--- src/rtl/seg_serial_rx.sv ---
// seg_serial_rx
//   Receiving end of the serial display/LED shift-out link. Oversamples the
//   serial clock, data, clear and latch strobe on the system clock and
//   rebuilds each shifted frame as a parallel word, the same way the
//   on-board shift-register chain does. The first bit shifted in ends up in
//   the MSB of frame_data.
//
// Parameters
//   FRAME_BITS   bits per complete frame (8..64)
//   SYNC_STAGES  synchronizer depth on every serial input (>= 2)
//
// Ports
//   clk          system clock
//   RSTN         asynchronous active-low reset, clears all state
//   s_clk        serial shift clock (asynchronous to clk)
//   s_dat        serial data, valid at the rising edge of s_clk
//   s_clrn       active-low chain clear
//   s_pen        latch strobe, rising edge ends a frame
//   frame_ack    one-cycle pulse, clears frame_valid
//   frame_data   last latched frame
//   frame_valid  a new frame is held and not yet acknowledged
//   bit_cnt      bits received in the current frame, saturates at 127
//   err_len      sticky: strobe arrived while bit_cnt != FRAME_BITS
//   err_ovr      sticky: frame latched while frame_valid was still high
//
// Build option
//   SEG_RX_GLITCH_FILTER_EN  when defined, each synchronized input must hold
//                            a new level for 3 consecutive clk cycles before
//                            it is accepted (adds 2 cycles of edge latency).
module seg_serial_rx #(
  parameter int unsigned FRAME_BITS  = 64,
  parameter int unsigned SYNC_STAGES = 2
) (
  input  logic                  clk,
  input  logic                  RSTN,
  input  logic                  s_clk,
  input  logic                  s_dat,
  input  logic                  s_clrn,
  input  logic                  s_pen,
  input  logic                  frame_ack,
  output logic [FRAME_BITS-1:0] frame_data,
  output logic                  frame_valid,
  output logic [6:0]            bit_cnt,
  output logic                  err_len,
  output logic                  err_ovr
);

  localparam logic [6:0] FRAME_CNT = 7'(FRAME_BITS);
  localparam logic [6:0] CNT_MAX   = 7'd127;

  // Bit positions of the serial inputs inside the synchronizer vectors.
  localparam int unsigned I_CLK  = 0;
  localparam int unsigned I_DAT  = 1;
  localparam int unsigned I_CLRN = 2;
  localparam int unsigned I_PEN  = 3;

  logic [3:0] raw_in;
  logic [3:0] sync_q [SYNC_STAGES];
  logic [3:0] sync_last;
  logic [3:0] lvl;

  assign raw_in    = {s_pen, s_clrn, s_dat, s_clk};
  assign sync_last = sync_q[SYNC_STAGES-1];

  always_ff @(posedge clk or negedge RSTN) begin
    if (!RSTN) begin
      for (int unsigned i = 0; i < SYNC_STAGES; i++) begin
        sync_q[i] <= '0;
      end
    end else begin
      sync_q[0] <= raw_in;
      for (int unsigned i = 1; i < SYNC_STAGES; i++) begin
        sync_q[i] <= sync_q[i-1];
      end
    end
  end

`ifdef SEG_RX_GLITCH_FILTER_EN
  logic [3:0] hist0_q, hist1_q, filt_q;
  logic [3:0] agree;
  logic [3:0] filt_d;

  // A level is accepted in the cycle its third consecutive sample arrives;
  // the accepted level is used combinationally so the added latency is
  // exactly two cycles.
  always_comb begin
    agree  = ~(sync_last ^ hist0_q) & ~(hist0_q ^ hist1_q);
    filt_d = (agree & sync_last) | (~agree & filt_q);
  end

  always_ff @(posedge clk or negedge RSTN) begin
    if (!RSTN) begin
      hist0_q <= '0;
      hist1_q <= '0;
      filt_q  <= '0;
    end else begin
      hist0_q <= sync_last;
      hist1_q <= hist0_q;
      filt_q  <= filt_d;
    end
  end

  assign lvl = filt_d;
`else
  assign lvl = sync_last;
`endif

  // Edge detection against one extra registered stage.
  logic clk_prev_q, pen_prev_q;
  logic clk_rise, pen_rise;

  assign clk_rise = lvl[I_CLK] & ~clk_prev_q;
  assign pen_rise = lvl[I_PEN] & ~pen_prev_q;

  logic [FRAME_BITS-1:0] shreg_q, shreg_d, shift_val;
  logic [FRAME_BITS-1:0] data_q, data_d;
  logic [6:0]            cnt_q, cnt_d, cnt_val;
  logic                  valid_q, valid_d;
  logic                  el_q, el_d;
  logic                  eo_q, eo_d;

  always_comb begin
    // Shift is applied first so a coincident strobe sees the shifted word.
    shift_val = clk_rise ? {shreg_q[FRAME_BITS-2:0], lvl[I_DAT]} : shreg_q;
    cnt_val   = cnt_q;
    if (clk_rise && cnt_q != CNT_MAX) begin
      cnt_val = cnt_q + 7'd1;
    end

    shreg_d = shift_val;
    cnt_d   = cnt_val;
    data_d  = data_q;
    valid_d = valid_q;
    el_d    = el_q;
    eo_d    = eo_q;

    if (frame_ack && valid_q) begin
      valid_d = 1'b0;
    end

    if (!lvl[I_CLRN]) begin
      // Clear dominates; a strobe during clear is a short frame.
      shreg_d = '0;
      cnt_d   = '0;
      if (pen_rise) begin
        el_d = 1'b1;
      end
    end else if (pen_rise) begin
      cnt_d = '0;
      if (cnt_val == FRAME_CNT) begin
        data_d  = shift_val;
        valid_d = 1'b1;
        // An acknowledge in the same cycle consumes the old frame.
        if (valid_q && !frame_ack) begin
          eo_d = 1'b1;
        end
      end else begin
        el_d = 1'b1;
      end
    end
  end

  always_ff @(posedge clk or negedge RSTN) begin
    if (!RSTN) begin
      clk_prev_q <= 1'b0;
      pen_prev_q <= 1'b0;
      shreg_q    <= '0;
      data_q     <= '0;
      cnt_q      <= '0;
      valid_q    <= 1'b0;
      el_q       <= 1'b0;
      eo_q       <= 1'b0;
    end else begin
      clk_prev_q <= lvl[I_CLK];
      pen_prev_q <= lvl[I_PEN];
      shreg_q    <= shreg_d;
      data_q     <= data_d;
      cnt_q      <= cnt_d;
      valid_q    <= valid_d;
      el_q       <= el_d;
      eo_q       <= eo_d;
    end
  end

  assign frame_data  = data_q;
  assign frame_valid = valid_q;
  assign bit_cnt     = cnt_q;
  assign err_len     = el_q;
  assign err_ovr     = eo_q;

endmodule

--- config.mk ---
export PLATFORM = sky130hd
export DESIGN_NAME = seg_serial_rx
export DESIGN_NICKNAME = d
export VERILOG_FILES = /design/src/rtl/seg_serial_rx.sv
export SDC_FILE = /design/constraint.sdc
export NUM_CORES = 1
export LEC_CHECK = 0
export CAP_MARGIN = 0
export CORE_MARGIN = 5
export CORE_UTILIZATION = 30
export DETAILED_ROUTE_END_ITERATION = 7
export PLACE_DENSITY = 0.49
export SYNTH_ARGS = -nofsm -noshare
export SYNTH_HDL_FRONTEND = slang
export SYNTH_SLANG_ARGS = --single-unit
--- constraint.sdc ---
create_clock -name clk -period 4.8 [get_ports clk]
set_clock_uncertainty 0.1 [all_clocks]
set_input_delay 0.48 -clock clk [delete_from_list [all_inputs] [get_ports clk]]
set_output_delay 0.48 -clock clk [all_outputs]
set_load 0.01 [all_outputs]
==> run summary <==
Setup Viol. Count Final: 0
Synth-to-Final Area Change: 26.1%
Switching power: 571 uW
Net Sw Frac: 0.219
GR Overflow Total: 0
Final Max Tran Viols: 0
CTS tree: built
Critical path data required time: 5030 ps
Clock network power share: 0.487
DP HPWL: 7.55 mm
Hold-fix buffers at CTS: 0
Total number of vias: 3569
Tmin final: 2880 ps
Post-CTS resize count: 0
Vert. Die Dim: 153 um
Max_slew headroom: 0.321
Hold Fails Final Rpt: 0
Remaining DRCs: 0
Syn Inst Count: 484
Number of synthesized register bits: 148
Main synth FF type: dfrtp_1
Die Area: 0.0235 sq mm
IO Count: 81
First-pass GRT wire length: 20.8 mm
Initial antenna violation count: 0
GRT Util Overall: 0.110
Pre-CTS setup slack: 1860 ps
Most frequent cells in the layout: dfrtp_1, mux2i_1, clkdlybuf4s50_1
Sequential Power Share: 0.484
Worst skew pair latency: 420 ps
Worst EP arrival: 3110 ps
Leak: 3.19 nW
# diodes: 0
RSZ-0062 raised after global routing: false
Rows: 52
Max VDD drop: 220 uV
Area contributors post-synth: dfrtp_1, mux2i_1, nor2b_1
Fmax: 348 MHz
Startpoint types: flop
Vias in the first global route: 4013
Logic pwr share: 0.028
Worst reg-to-reg setup slack: 1920 ps
Clock-pin slew on the worst setup and hold paths: 60 ps
R2R Path Start: lvl[0]
Port bufs: 80
Die W: 153 um
Commonest non-fill, non-tap cell in the layout: dfrtp_1
Post-synth ARST share: 1.00
Fillers: 1971
Seq/Total Area, Yosys: 0.600
Slew at the pin closest to its max-slew limit: 1020 ps
Setup bufs post-CTS: 0
Endpoint class of the critical path: flop
CTS sink count: 148
Post-DRT Antenna Nets: 0
Yosys warns: 0
H-tree levels: 4
Total CTS buffers: 17
Pin count of the biggest net entering global routing: 113
Vias per Instance: 4.21
Syn Nets: 492
Hold crit path type: in -> async
Total negative slack: 0 ps
Share of layout cells above drive strength 1: 0.0780
Synth cell types: 37
Post-synth EDFFs: 0
Reg2Reg Depth: 7
PwrDens: 336 mW/mm^2
Final worst slack: 1920 ps
Mean Syn Cell Area: 12.8 sq um
CP Class: reg -> reg
Post-synth top area cell: dfrtp_1
First DRT Iteration DRCs: 159
Root buf cell: clkbuf_16
P_int: 2.04 mW
Routability cong.: 0.692
Maxcap violations: 0
Total Nets Final: 572
Setup crit start: lvl[0]
Worst r2r dst: frame_data[0]
Netlist Area Pre-Place: 0.00617 sq mm
Initial core utilization: 0.305
Clk buf depth: 2
DRT Pass-1 Iters: 4
WL final: 11.9 mm
Status: finished clean
Core ar.: 0.0202 sq mm
Routed length per instance: 14.0 um
Critical path peak fanout: 40
Final Cycle Share: 0.599
Synth top area share: 0.600
Fin util: 0.385
-- cell families after synthesis --
group,share of synthesized area
compound gates,0.0162
buf+inv,0.0642
flops,0.600
mux,0.210
xor+xnor,0.00851
fa+ha+maj,0.00203
simple gates,0.0991
-- metal layers --
layer / track usage / vias up / part of all wire / wire length (um)
li1: - / 1726 / - / -
met1: 0.146 / 1756 / 0.49 / 5770
met2: 0.161 / 69 / 0.44 / 5230
met3: 0.0407 / 18 / 0.054 / 638
met4: 0.0454 / 0 / 0.019 / 231
met5: 0 / - / 0 / 0
-- synthesized netlist by cell type (2+ instances only) --
| library cell | instances |
|---|---|
| buf_6 | 5 |
| clkbuf_1 | 8 |
| buf_2 | 8 |
| mux2i_1 | 128 |
| dfrtp_1 | 148 |
| xor2_1 | 2 |
| nand3_1 | 3 |
| nand2b_1 | 2 |
| xnor2_1 | 4 |
| o21bai_1 | 2 |
| nor3_1 | 2 |
| o2111a_1 | 2 |
| buf_4 | 3 |
| inv_1 | 66 |
| nor2_1 | 12 |
| nand2_1 | 3 |
| nor2b_1 | 66 |
-- worst max-delay path, stage by stage (launching register included) --
cell	delay [ps]
dfrtp_1	380
nor2b_4	160
buf_4	500
o211ai_2	220
mux2_4	370
nor4_4	230
buf_4	540
mux2i_1	270
-- metrics by stage --
stage	instances	power [mW]	cell area, sq um	hold WS (ps)
2_1_floorplan	484	1.32	6170	84.4
3_3_place_gp	815	1.36	7210	235
3_5_place_dp	815	1.37	7210	248
4_1_cts	847	2.66	7780	158
5_1_grt	847	2.73	7780	197
6_report	847	2.61	7780	110
-- flip-flops by register name, summed over array words and instances (netlist names) --
signal       count
err_ovr          1
err_len          1
shreg_q         64
sync_q           4
lvl              4
frame_data      64
clk_prev_q       1
pen_prev_q       1
frame_valid      1
bit_cnt          7
-- worst max path at each step --
stage / cells past startpoint / end / slack, ps
2_1_floorplan: 8 / frame_data[23] / 2400
3_3_place_gp: 7 / frame_data[37] / 1940
3_5_place_dp: 7 / frame_data[36] / 1860
4_1_cts: 7 / frame_data[0] / 1840
5_1_grt: 7 / frame_data[52] / 1670
6_report: 7 / frame_data[0] / 1920
-- area by class of cell --
cell class                 count  area (sq um)  area share
sequential                   148          3700       0.476
clock inverter                10          98.8      0.0127
multi-input combinational    246          2080       0.267
clock buffer                  22           474      0.0609
timing repair buffer          85           840       0.108
inverter                      66           248      0.0318
tap                          270           338      0.0434
-- power by group through the flow --
stage / logic, mW / clock network (mW) / registers [mW]
after global routing: 0.0838 / 1.38 / 1.27
after global placement: 0.0765 / 0 / 1.29
after CTS: 0.0776 / 1.32 / 1.26
final: 0.0743 / 1.27 / 1.26
after floorplan: 0.0439 / 0 / 1.28
after detailed placement: 0.0778 / 0 / 1.29
Power figures use the tool's default switching activity.
